`src/rtl/cam_access_pkg.sv`:
```
// cam_access_pkg
//   Shared types and constants for the CAM access controller slice.
//   - cam_state_e   : controller FSM states (also driven out on the debug port)
//   - WAIT_MIN      : minimum cycles spent in WAIT after a CAM write strobe
//   - res_rec_width : width of one result record {hit, match_addr}
package cam_access_pkg;

    typedef enum logic [1:0] {
        ST_IDLE  = 2'd0,
        ST_DRAIN = 2'd1,
        ST_WRITE = 2'd2,
        ST_WAIT  = 2'd3
    } cam_state_e;

    // BUSY from the CAM can rise a cycle after WE, so WAIT must not trust a
    // low BUSY in its first cycle.
    localparam int WAIT_MIN = 2;

    function automatic int res_rec_width(input int match_addr_width);
        return 1 + match_addr_width;
    endfunction

endpackage

```
`src/rtl/cam_access_ctrl_if.sv`:
```
// cam_access_ctrl_if
//   Update, lookup and result channels of the CAM access controller.
//   All three channels use the same handshake: a transfer happens on a rising
//   clock edge where valid and ready are both high; once valid is raised the
//   source holds valid and its payload stable until that transfer.
//   Ports (by channel):
//     upd_* : table update request (addr/data) from the control plane
//     lkp_* : lookup key from the data plane
//     res_* : lookup result (hit, match addr) back to the data plane
//   Modports: slave = controller side, master = requester side.
interface cam_access_ctrl_if #(
    parameter int ADDR_W  = 5,
    parameter int DATA_W  = 32,
    parameter int MADDR_W = 5
) ();
    logic               upd_valid;
    logic               upd_ready;
    logic [ADDR_W-1:0]  upd_addr;
    logic [DATA_W-1:0]  upd_data;

    logic               lkp_valid;
    logic               lkp_ready;
    logic [DATA_W-1:0]  lkp_key;

    logic               res_valid;
    logic               res_ready;
    logic               res_hit;
    logic [MADDR_W-1:0] res_addr;

    modport slave (
        input  upd_valid, upd_addr, upd_data,
        output upd_ready,
        input  lkp_valid, lkp_key,
        output lkp_ready,
        output res_valid, res_hit, res_addr,
        input  res_ready
    );

    modport master (
        output upd_valid, upd_addr, upd_data,
        input  upd_ready,
        output lkp_valid, lkp_key,
        input  lkp_ready,
        input  res_valid, res_hit, res_addr,
        output res_ready
    );
endinterface

```
`src/rtl/cam_result_fifo.sv`:
```
// cam_result_fifo
//   Synchronous first-word-fall-through FIFO for lookup results.
//   Ports:
//     clk, rst_n : clock, asynchronous active-low reset (clears contents)
//     push, din  : write request and data
//     pop        : read request (ignored when empty)
//     dout       : head entry, valid whenever empty is low
//     empty      : no entries
//     count      : number of stored entries (0..DEPTH)
//   A push on a full FIFO is accepted only together with a pop.
module cam_result_fifo #(
    parameter  int W     = 6,
    parameter  int DEPTH = 4,
    localparam int AW    = $clog2(DEPTH),
    localparam int CW    = $clog2(DEPTH) + 1
) (
    input  logic          clk,
    input  logic          rst_n,
    input  logic          push,
    input  logic [W-1:0]  din,
    input  logic          pop,
    output logic [W-1:0]  dout,
    output logic          empty,
    output logic [CW-1:0] count
);
    logic [W-1:0]  mem [DEPTH];
    logic [AW-1:0] wr_ptr;
    logic [AW-1:0] rd_ptr;
    logic          full;
    logic          do_push;
    logic          do_pop;

    assign empty   = (count == '0);
    assign full    = (count == CW'(DEPTH));
    assign do_pop  = pop && !empty;
    assign do_push = push && (!full || do_pop);
    assign dout    = mem[rd_ptr];

    always_ff @(posedge clk or negedge rst_n) begin
        if (!rst_n) begin
            for (int i = 0; i < DEPTH; i++) mem[i] <= '0;
            wr_ptr <= '0;
            rd_ptr <= '0;
            count  <= '0;
        end else begin
            if (do_push) begin
                mem[wr_ptr] <= din;
                wr_ptr      <= wr_ptr + 1'b1;
            end
            if (do_pop) rd_ptr <= rd_ptr + 1'b1;
            case ({do_push, do_pop})
                2'b10:   count <= count + 1'b1;
                2'b01:   count <= count - 1'b1;
                default: count <= count;
            endcase
        end
    end
endmodule

```
`src/rtl/cam_access_ctrl.sv`:
```
// cam_access_ctrl
//   Front end of the CAM: arbitrates table updates against lookups, drives the
//   CAM write/compare ports, tracks compare latency and buffers results.
//   Ports:
//     CLK, RESETN     : clock, asynchronous active-low reset
//     bus (slave)     : upd_*, lkp_*, res_* channels (see cam_access_ctrl_if)
//     CAM_WE/ADDR_WR/DIN : CAM write port (WE is a single-cycle strobe)
//     CAM_BUSY        : CAM write in progress
//     CAM_CMP_DIN     : compare key, held until the next accepted key
//     CAM_MATCH/_ADDR : compare result, LOOKUP_LATENCY cycles after CMP_DIN
//     upd_count       : completed writes, wrapping 16-bit counter
//     fsm_state       : current controller state, for debug/observation
module cam_access_ctrl
    import cam_access_pkg::*;
#(
    parameter int C_TCAM_ADDR_WIDTH       = 5,
    parameter int C_TCAM_DATA_WIDTH       = 32,
    parameter int C_TCAM_MATCH_ADDR_WIDTH = 5,
    parameter int LOOKUP_LATENCY          = 1,
    parameter int RES_DEPTH               = 4
) (
    input  logic                               CLK,
    input  logic                               RESETN,
    cam_access_ctrl_if.slave                   bus,
    output logic                               CAM_WE,
    output logic [C_TCAM_ADDR_WIDTH-1:0]       CAM_ADDR_WR,
    output logic [C_TCAM_DATA_WIDTH-1:0]       CAM_DIN,
    input  logic                               CAM_BUSY,
    output logic [C_TCAM_DATA_WIDTH-1:0]       CAM_CMP_DIN,
    input  logic                               CAM_MATCH,
    input  logic [C_TCAM_MATCH_ADDR_WIDTH-1:0] CAM_MATCH_ADDR,
    output logic [15:0]                        upd_count,
    output cam_state_e                         fsm_state
);
    localparam int REC_W = res_rec_width(C_TCAM_MATCH_ADDR_WIDTH);
    localparam int CNT_W = $clog2(RES_DEPTH) + 1;
    localparam int IF_W  = $clog2(LOOKUP_LATENCY + 2);
    localparam int WCW   = $clog2(WAIT_MIN + 1);

    cam_state_e                 state, state_nxt;
    logic [WCW-1:0]             wait_cnt;
    logic                       wait_done;
    logic                       upd_ready_w;
    logic                       lkp_ready_w;
    logic                       lkp_hs;
    logic                       upd_hs;
    logic                       cmp_vld;
    logic [LOOKUP_LATENCY-1:0]  lat_pipe;
    logic [IF_W-1:0]            inflight;
    logic [CNT_W-1:0]           fifo_count;
    logic [CNT_W:0]             occupancy;
    logic                       credit_ok;
    logic                       fifo_empty;
    logic [REC_W-1:0]           push_rec;
    logic [REC_W-1:0]           pop_rec;

    // Keys in flight: the one just registered onto CMP_DIN plus those walking
    // through the CAM latency pipe. Each of them owns a FIFO slot already.
    always_comb begin
        inflight = IF_W'(cmp_vld);
        for (int i = 0; i < LOOKUP_LATENCY; i++) inflight = inflight + IF_W'(lat_pipe[i]);
    end

    assign occupancy = {1'b0, fifo_count} + (CNT_W + 1)'(inflight);
    assign credit_ok = occupancy < (CNT_W + 1)'(RES_DEPTH);
    assign wait_done = (wait_cnt >= WCW'(WAIT_MIN - 1));

    always_comb begin
        state_nxt   = state;
        upd_ready_w = 1'b0;
        lkp_ready_w = 1'b0;
        CAM_WE      = 1'b0;
        case (state)
            ST_IDLE: begin
                // RESETN term keeps lookups refused while reset is held.
                lkp_ready_w = RESETN && !bus.upd_valid && !CAM_BUSY && credit_ok;
                if (bus.upd_valid) state_nxt = ST_DRAIN;
            end
            ST_DRAIN: begin
                upd_ready_w = (inflight == '0) && !CAM_BUSY;
                if (bus.upd_valid && upd_ready_w) state_nxt = ST_WRITE;
                else if (!bus.upd_valid)          state_nxt = ST_IDLE;
            end
            ST_WRITE: begin
                CAM_WE    = 1'b1;
                state_nxt = ST_WAIT;
            end
            ST_WAIT: begin
                if (wait_done && !CAM_BUSY) state_nxt = ST_IDLE;
            end
            default: state_nxt = ST_IDLE;
        endcase
    end

    assign upd_hs        = bus.upd_valid && upd_ready_w;
    assign lkp_hs        = bus.lkp_valid && lkp_ready_w;
    assign bus.upd_ready = upd_ready_w;
    assign bus.lkp_ready = lkp_ready_w;
    assign fsm_state     = state;

    always_ff @(posedge CLK or negedge RESETN) begin
        if (!RESETN) begin
            state       <= ST_IDLE;
            wait_cnt    <= '0;
            upd_count   <= '0;
            CAM_ADDR_WR <= '0;
            CAM_DIN     <= '0;
            CAM_CMP_DIN <= '0;
            cmp_vld     <= 1'b0;
            lat_pipe    <= '0;
        end else begin
            state <= state_nxt;
            if (state == ST_WRITE)                 wait_cnt <= '0;
            else if (state == ST_WAIT && !wait_done) wait_cnt <= wait_cnt + 1'b1;
            if (state == ST_WAIT && state_nxt == ST_IDLE) upd_count <= upd_count + 16'd1;
            if (upd_hs) begin
                CAM_ADDR_WR <= bus.upd_addr;
                CAM_DIN     <= bus.upd_data;
            end
            if (lkp_hs) CAM_CMP_DIN <= bus.lkp_key;
            cmp_vld     <= lkp_hs;
            lat_pipe[0] <= cmp_vld;
            for (int i = 1; i < LOOKUP_LATENCY; i++) lat_pipe[i] <= lat_pipe[i-1];
        end
    end

    // Misses are recorded with a zero address regardless of CAM_MATCH_ADDR.
    assign push_rec = {CAM_MATCH, CAM_MATCH ? CAM_MATCH_ADDR : {C_TCAM_MATCH_ADDR_WIDTH{1'b0}}};

    cam_result_fifo #(
        .W     (REC_W),
        .DEPTH (RES_DEPTH)
    ) u_res_fifo (
        .clk   (CLK),
        .rst_n (RESETN),
        .push  (lat_pipe[LOOKUP_LATENCY-1]),
        .din   (push_rec),
        .pop   (bus.res_valid && bus.res_ready),
        .dout  (pop_rec),
        .empty (fifo_empty),
        .count (fifo_count)
    );

    assign bus.res_valid = !fifo_empty;
    assign bus.res_hit   = pop_rec[REC_W-1];
    assign bus.res_addr  = pop_rec[REC_W-2:0];
endmodule
```
`src/flat_wrapper.sv`:
```
// flat-port wrapper written by rule: the top's interface ports become plain ports
module cam_access_ctrl_flat import cam_access_pkg::*;
#(
    parameter int C_TCAM_ADDR_WIDTH       = 5,
    parameter int C_TCAM_DATA_WIDTH       = 32,
    parameter int C_TCAM_MATCH_ADDR_WIDTH = 5,
    parameter int LOOKUP_LATENCY          = 1,
    parameter int RES_DEPTH               = 4
)
  (CLK, RESETN, CAM_WE, CAM_ADDR_WR, CAM_DIN, CAM_BUSY, CAM_CMP_DIN, CAM_MATCH, CAM_MATCH_ADDR, upd_count, fsm_state, bus_upd_valid, bus_upd_addr, bus_upd_data, bus_upd_ready, bus_lkp_valid, bus_lkp_key, bus_lkp_ready, bus_res_valid, bus_res_hit, bus_res_addr, bus_res_ready);
  cam_access_ctrl_if bus_i ();
  input  logic CLK;
  input  logic RESETN;
  output logic CAM_WE;
  output logic [C_TCAM_ADDR_WIDTH-1:0] CAM_ADDR_WR;
  output logic [C_TCAM_DATA_WIDTH-1:0] CAM_DIN;
  input  logic CAM_BUSY;
  output logic [C_TCAM_DATA_WIDTH-1:0] CAM_CMP_DIN;
  input  logic CAM_MATCH;
  input  logic [C_TCAM_MATCH_ADDR_WIDTH-1:0] CAM_MATCH_ADDR;
  output logic [15:0] upd_count;
  output cam_state_e fsm_state;
  input wire logic [$bits(bus_i.upd_valid)-1:0] bus_upd_valid;
  input wire logic [$bits(bus_i.upd_addr)-1:0] bus_upd_addr;
  input wire logic [$bits(bus_i.upd_data)-1:0] bus_upd_data;
  output wire logic [$bits(bus_i.upd_ready)-1:0] bus_upd_ready;
  input wire logic [$bits(bus_i.lkp_valid)-1:0] bus_lkp_valid;
  input wire logic [$bits(bus_i.lkp_key)-1:0] bus_lkp_key;
  output wire logic [$bits(bus_i.lkp_ready)-1:0] bus_lkp_ready;
  output wire logic [$bits(bus_i.res_valid)-1:0] bus_res_valid;
  output wire logic [$bits(bus_i.res_hit)-1:0] bus_res_hit;
  output wire logic [$bits(bus_i.res_addr)-1:0] bus_res_addr;
  input wire logic [$bits(bus_i.res_ready)-1:0] bus_res_ready;
  assign bus_i.upd_valid = bus_upd_valid;
  assign bus_i.upd_addr = bus_upd_addr;
  assign bus_i.upd_data = bus_upd_data;
  assign bus_upd_ready = bus_i.upd_ready;
  assign bus_i.lkp_valid = bus_lkp_valid;
  assign bus_i.lkp_key = bus_lkp_key;
  assign bus_lkp_ready = bus_i.lkp_ready;
  assign bus_res_valid = bus_i.res_valid;
  assign bus_res_hit = bus_i.res_hit;
  assign bus_res_addr = bus_i.res_addr;
  assign bus_i.res_ready = bus_res_ready;
  cam_access_ctrl #(.C_TCAM_ADDR_WIDTH(C_TCAM_ADDR_WIDTH), .C_TCAM_DATA_WIDTH(C_TCAM_DATA_WIDTH), .C_TCAM_MATCH_ADDR_WIDTH(C_TCAM_MATCH_ADDR_WIDTH), .LOOKUP_LATENCY(LOOKUP_LATENCY), .RES_DEPTH(RES_DEPTH)) u_core (.CLK(CLK), .RESETN(RESETN), .bus(bus_i), .CAM_WE(CAM_WE), .CAM_ADDR_WR(CAM_ADDR_WR), .CAM_DIN(CAM_DIN), .CAM_BUSY(CAM_BUSY), .CAM_CMP_DIN(CAM_CMP_DIN), .CAM_MATCH(CAM_MATCH), .CAM_MATCH_ADDR(CAM_MATCH_ADDR), .upd_count(upd_count), .fsm_state(fsm_state));
endmodule
```
`config.mk`:
```
export PLATFORM = sky130hd
export DESIGN_NAME = cam_access_ctrl_flat
export DESIGN_NICKNAME = d
export VERILOG_FILES = /design/src/rtl/cam_access_pkg.sv /design/src/rtl/cam_access_ctrl_if.sv /design/src/rtl/cam_result_fifo.sv /design/src/rtl/cam_access_ctrl.sv /design/src/flat_wrapper.sv
export SDC_FILE = /design/constraint.sdc
export NUM_CORES = 1
export LEC_CHECK = 0
export CORE_MARGIN = 2
export CORE_UTILIZATION = 35
export DETAILED_ROUTE_END_ITERATION = 8
export HOLD_SLACK_MARGIN = 0.06
export MAX_ROUTING_LAYER = met4
export SYNTH_ARGS = -nofsm -noshare
export SYNTH_HDL_FRONTEND = slang
export SYNTH_HIERARCHICAL = 1
export SYNTH_SLANG_ARGS = --single-unit
```
`constraint.sdc`:
```
create_clock -name CLK -period 3.3 [get_ports CLK]
set_input_delay 0.66 -clock CLK [delete_from_list [all_inputs] [get_ports CLK]]
set_output_delay 0.66 -clock CLK [all_outputs]
set_load 0.02 [all_outputs]
```
* After elaboration in Yosys (flattened, before gate mapping) *
Cells that the tools add are included.

word-level totals
  flip-flop bits (word level) = 122
  input bits = 81
  output and inout bits = 97

operators by class
  add/sub/neg operators = 8
  $lt $le $gt $ge = 5
  eq/ne operators = 6
  muxes and demuxes = 18
  bitwise gates (word level) = 2
  reduce and logical (&&, ||, !) cells = 26

operators by type and width
  kind                                                 count
  bitwise mux 24 bit                                   1
  2-to-1 mux 6 bit                                     3
  adder 16 x 1 -> 16 bit, second input constant        1
  logical AND 1 bit                                    14
  binary-select mux 6 bit (select 2 bit)               1
  demux 6 bit (select 2 bit)                           1
  2-to-1 mux 2 bit                                     6
  one-hot mux 2 bit (4 select lines)                   1
  adder 2 x 1 -> 2 bit, second input constant          3
  equality test 2 bit, second input constant           3
  >= comparator 3 bit, second input constant           2
  logical NOT 2 bit                                    3
  inverter 2 -> 3 bit                                  2
  one-hot mux 3 bit (2 select lines)                   1
  logical NOT 1 bit                                    5
  2-to-1 mux 5 bit                                     1
  adder 3 x 2 -> 4 bit                                 1
  equality test 2 x 1 -> 1 bit, second input constant  2
  < comparator 4 x 3 -> 1 bit, second input constant   1
  nonzero test 2 bit                                   2
  adder 3 x 1 -> 3 bit, second input constant          1
  equality test 3 bit, second input constant           1
  logical NOT 3 bit                                    1
  < comparator 3 x 1 -> 1 bit, second input constant   1
  other kinds (5)                                      7

* Longest topological paths before layout *
  word-level depth = 8
  mapped depth = 10

* Cells and area by module *
The synthesis kept the hierarchy.

modules (own cells, without submodules)
  module           times used  cells each  area an instance (sq um)
  cam_access_ctrl  1           320         3,772.4
  cam_result_fifo  1           96          1,450.1

* Least setup slack after synthesis *
No wires, ideal clock.

  path kind = in2reg
  from = in bus_res_ready
  to = reg u_core.u_res_fifo.count[2]
  setup time = 0.079 ns
  data arrival time = 2.244 ns
  path slack = 0.977 ns
  stages on the path = 9
  path buffers = 0
  cells stage by stage = nor2b_1 > nor4b_4 > or2b_2 > ha_1 > inv_1 > fa_1 > xor2_1 > nor2_1 > xor2_1

on the way
  cells in the longest elaborated chain, start to end = 6
  elaborated cells between the ends (all ways) = 8

ends and longest elaborated chain
  what                                                                             RTL line                text
  start: declaration                                                               flat_wrapper.sv:33      input wire logic [$bits(bus_i.res_ready)-1:0] bus_res_ready;
  logical AND 1 bit *                                                              cam_access_ctrl.sv:138  .pop (bus.res_valid && bus.res_ready),
  logical AND 1 bit *                                                              cam_result_fifo.sv:35   assign do_pop = pop && !empty;
  logical OR 1 bit                                                                 cam_result_fifo.sv:36   assign do_push = push && (!full || do_pop);
  logical AND 1 bit                                                                cam_result_fifo.sv:36
  equality test 2 x 1 -> 1 bit / equality test 2 bit (equally long branches)       cam_result_fifo.sv:51   case ({do_push, do_pop})
  one-hot mux 3 bit (2 select lines) / nonzero test 2 bit (equally long branches)  n/a
  end signal: assignment                                                           cam_result_fifo.sv:52   2'b10: count <= count + 1'b1;
  end signal: assignment                                                           cam_result_fifo.sv:53   2'b01: count <= count - 1'b1;
  end signal: assignment                                                           cam_result_fifo.sv:54   default: count <= count;
  end: declaration                                                                 cam_result_fifo.sv:24   output logic [CW-1:0] count

Every way passes the cells marked *; elsewhere a longest branch is shown, timed or not.
A chain may end at the register's enable or synchronous reset.

* Final worst setup path *
  from = in CAM_BUSY
  to = out bus_lkp_ready

on the way
  cells in the longest elaborated chain, start to end = 4

ends and longest elaborated chain
  what                             RTL line               text
  start: declaration               flat_wrapper.sv:17     input logic CAM_BUSY;
  logical NOT 1 bit                cam_access_ctrl.sv:76  lkp_ready_w = RESETN && !bus.upd_valid && !CAM_BUSY && credit_ok;
  logical AND 1 bit (2 in series)  cam_access_ctrl.sv:76
  2-to-1 mux 1 bit                 cam_access_ctrl.sv:73  case (state)
  end: declaration                 flat_wrapper.sv:29     output wire logic [$bits(bus_i.lkp_ready)-1:0] bus_lkp_ready;

No other way between the ends.

==> reports/results.txt <==
via/cell ratio: 4.61
layout cell share with drive strength beyond 1: 17.9%
vias in the first global route: 3817
element type at the critical path end: primary output
Post-synth ARST share: 100%
die area: 15900 sq um
CTS buffer count: 17
Final Hold Viols: 0
pwr dens: 864 nW/um^2
Final setup viols: 0
nets: 694
clock skew: 6.12 ps
Hold Path Cell Cnt: 0
Design Area, Final: 7760 sq um
worst path required time: 2640 ps
max-slew violations: 0
Fin Setup TNS: 0 ps
worst skew pair latency: 410 ps
worst-case hold path end point: u_core/lat_pipe$_DFF_PN0_
PortBufs: 177
Critical Path, Cell by Cell: clkdlybuf4s50_1 > nor4_4 > nand3_1 > nor3_1 > clkdlybuf4s50_1
post-synth top area share: 58.5%
Slew @ Worst Pin: 811 ps
post-CTS sizing: 0
Antenna Diode Count: 0
Critical Path Fanout Max: 4
die width: 126 um
hpwl dp: 8.70 mm
crit path max-delay cell type: clkdlybuf4s50_1
maximum root-to-sink buffer count: 2
Routed Antenna Nets: 0
DRC violations left: 0
max-cap violations: 0
gpl congestion: 0.812
Post-synth EDFFs: 0
status: finished clean
crit path time final: 3110 ps
Final Cycle Share: 94.1%
commonest cells in the synthesized netlist: 122 x dfrtp_1, 111 x nand2_1, 44 x mux2_2
hold buffers post-CTS: 0
R2R setup slack: 760 ps
worst hold start: u_core/cmp_vld$_DFF_PN0_
DR vias: 3683
Worst path top cell family by delay: buffers and inverters
number of synthesized register bits: 122
reg2reg start: u_core/u_res_fifo/count[0]$_DFFE_PN0P_
num rows: 44
placed instance area: 7180 sq um
Worst VDD drop: 368 uV
crit path kind: input port to primary output
WL per Instance: 15.3 um
initial antenna violation count: 0
Area Overhead vs Synth: 48.7%
CP Buf/Inv Count: 2
static leakage: 0.00359 uW
drt first pass iters: 4
first-pass GRT wire length: 20.1 mm
synthesized net count: 508
H-tree levels: 4
CP arrival: 2450 ps
Die H: 126 um
Levels on crit path: 5
total of warnings raised by yosys: 6
postcts setup bufs: 0
num ports: 178
RSZ-0062 raised after global routing: false
top cells by area, synth: dfrtp_1 58%, mux2_2 9.5%, nand2_1 8.0%
Max Freq: 322 MHz
Worst slew margin: 45.9%
Initial Utilization: 35.9%
TritonCTS clock tree: built
sequential share of the synthesized area: 58.5%
Most common cell on crit path: clkdlybuf4s50_1
slowest stage delay, CP: 640 ps
post-synth cell types: 36
clk slew on worst S/H paths: 50 ps
Root Driver: clkbuf_16
count leader, synth: dfrtp_1
post-synth top area cell: dfrtp_1
Avg Cell Area, Syn: 12.6 sq um
Total Wirelength: 12.2 mm
Total GRT Usage: 16.6%
Cell Area, Synth: 5220 sq um
Clock Sinks: 122
Overflow after GRT: 0
Startpoint Class: input port
largest net degree at the start of global routing: 65
Post-synth top flop: dfrtp_1
Cells after Synth: 416
Worst Hold Class: flip-flop to flip-flop
Initial DRC Count: 181
Core Area: 14500 sq um
r2r endpoint: u_core/u_res_fifo/count[2]$_DFFE_PN0P_
worst r2r path cells: 10
fillcell total: 1284
[flip-flops by register name (all words and copies together) (netlist names)]
register	flops
u_core/upd_count	16
u_core/CAM_ADDR_WR	5
u_core/CAM_CMP_DIN	32
u_core/u_res_fifo/mem	24
u_core/u_res_fifo/count	3
u_core/wait_cnt	2
u_core/cmp_vld	1
u_core/u_res_fifo/rd_ptr	2
u_core/fsm_state	2
u_core/u_res_fifo/wr_ptr	2
u_core/lat_pipe	1
u_core/CAM_DIN	32
[metal layers]
metal	track usage, %	part of all wire (%)	vias to the layer above
met5	-	0	-
met4	7.50	2.4	0
met3	4.84	5.2	24
met2	25.1	48	110
met1	20.7	44	1799
li1	-	-	1750
[area by class of cell]
cell class | instances | area, sq um | share of cell area (%)
clock buffers | 23 | 468 | 6.03
clock inverters | 9 | 120 | 1.55
inverters | 11 | 41.3 | 0.532
multi-input cells | 267 | 2020 | 26.1
flip-flops and latches | 122 | 3050 | 39.3
well taps | 184 | 230 | 2.97
repair buffers | 183 | 1830 | 23.5
[kinds of logic (layout without fill, tap and decap cells)]
group | count (synthesis) | after routing | synth area share [%]
adders and majority gates | 11 | 11 | 2.78
DFF | 122 | 122 | 58.5
AOI/OAI and AO/OA | 7 | 7 | 0.766
xor gates and xnor gates | 21 | 21 | 3.52
buffers and inverters | 27 | 226 | 2.83
and+or+nand+nor | 158 | 158 | 13.9
muxes | 70 | 70 | 17.7
[through the flow]
stage | cells | utilization (%) | hold WS (ps) | power [uW] | setup slack (ps)
6_report | 799 | 53.4 | 415 | 6700 | 195
3_3_place_gp | 767 | 49.4 | 394 | 4850 | 208
2_1_floorplan | 416 | - | 364 | 3700 | 977
4_1_cts | 799 | 53.4 | 421 | 6790 | 181
5_1_grt | 799 | 53.4 | 432 | 7070 | 79.8
3_5_place_dp | 767 | 49.4 | 404 | 4910 | 207
[worst register-to-register path, delay by kind of cell (launching register included)]
| family | cells | cell delay, ps |
|---|---|---|
| buffers and inverters | 1 | 70 |
| adders and majority gates | 2 | 570 |
| xor gates and xnor gates | 2 | 300 |
| DFF | 1 | 460 |
| and+or+nand+nor | 5 | 1050 |
[cell usage in the layout (no fill, tap or decap), types with 8 or more instances in the layout]
cell type and instances:
mux2_4 19, xor2_1 10, nor2_1 11, xnor2_1 11, inv_1 11, clkbuf_16 17, nand2_1 110, nand3_1 8
mux2_2 44, clkdlybuf4s50_1 176, dfrtp_1 122, ha_1 10
[worst max path at each step]
stage	from	to	slack, ps
detailed placement	CAM_BUSY	bus_lkp_ready	210
CTS	CAM_BUSY	bus_lkp_ready	180
finish	CAM_BUSY	bus_lkp_ready	190
global route	CAM_BUSY	bus_lkp_ready	80
floorplan	bus_res_ready	u_core/u_res_fifo/count[2]$_DFFE_PN0P_	980
global placement	CAM_BUSY	bus_lkp_ready	210
[report_power, final]
group          switching [uW]  total [uW]  internal [uW]
Combinational            1150        2520           1370
Clock                     628        1850           1220
Sequential                361        2340           1980
Total                    2130        6700           4570
Note: power is estimated with default switching activity, not from simulation.
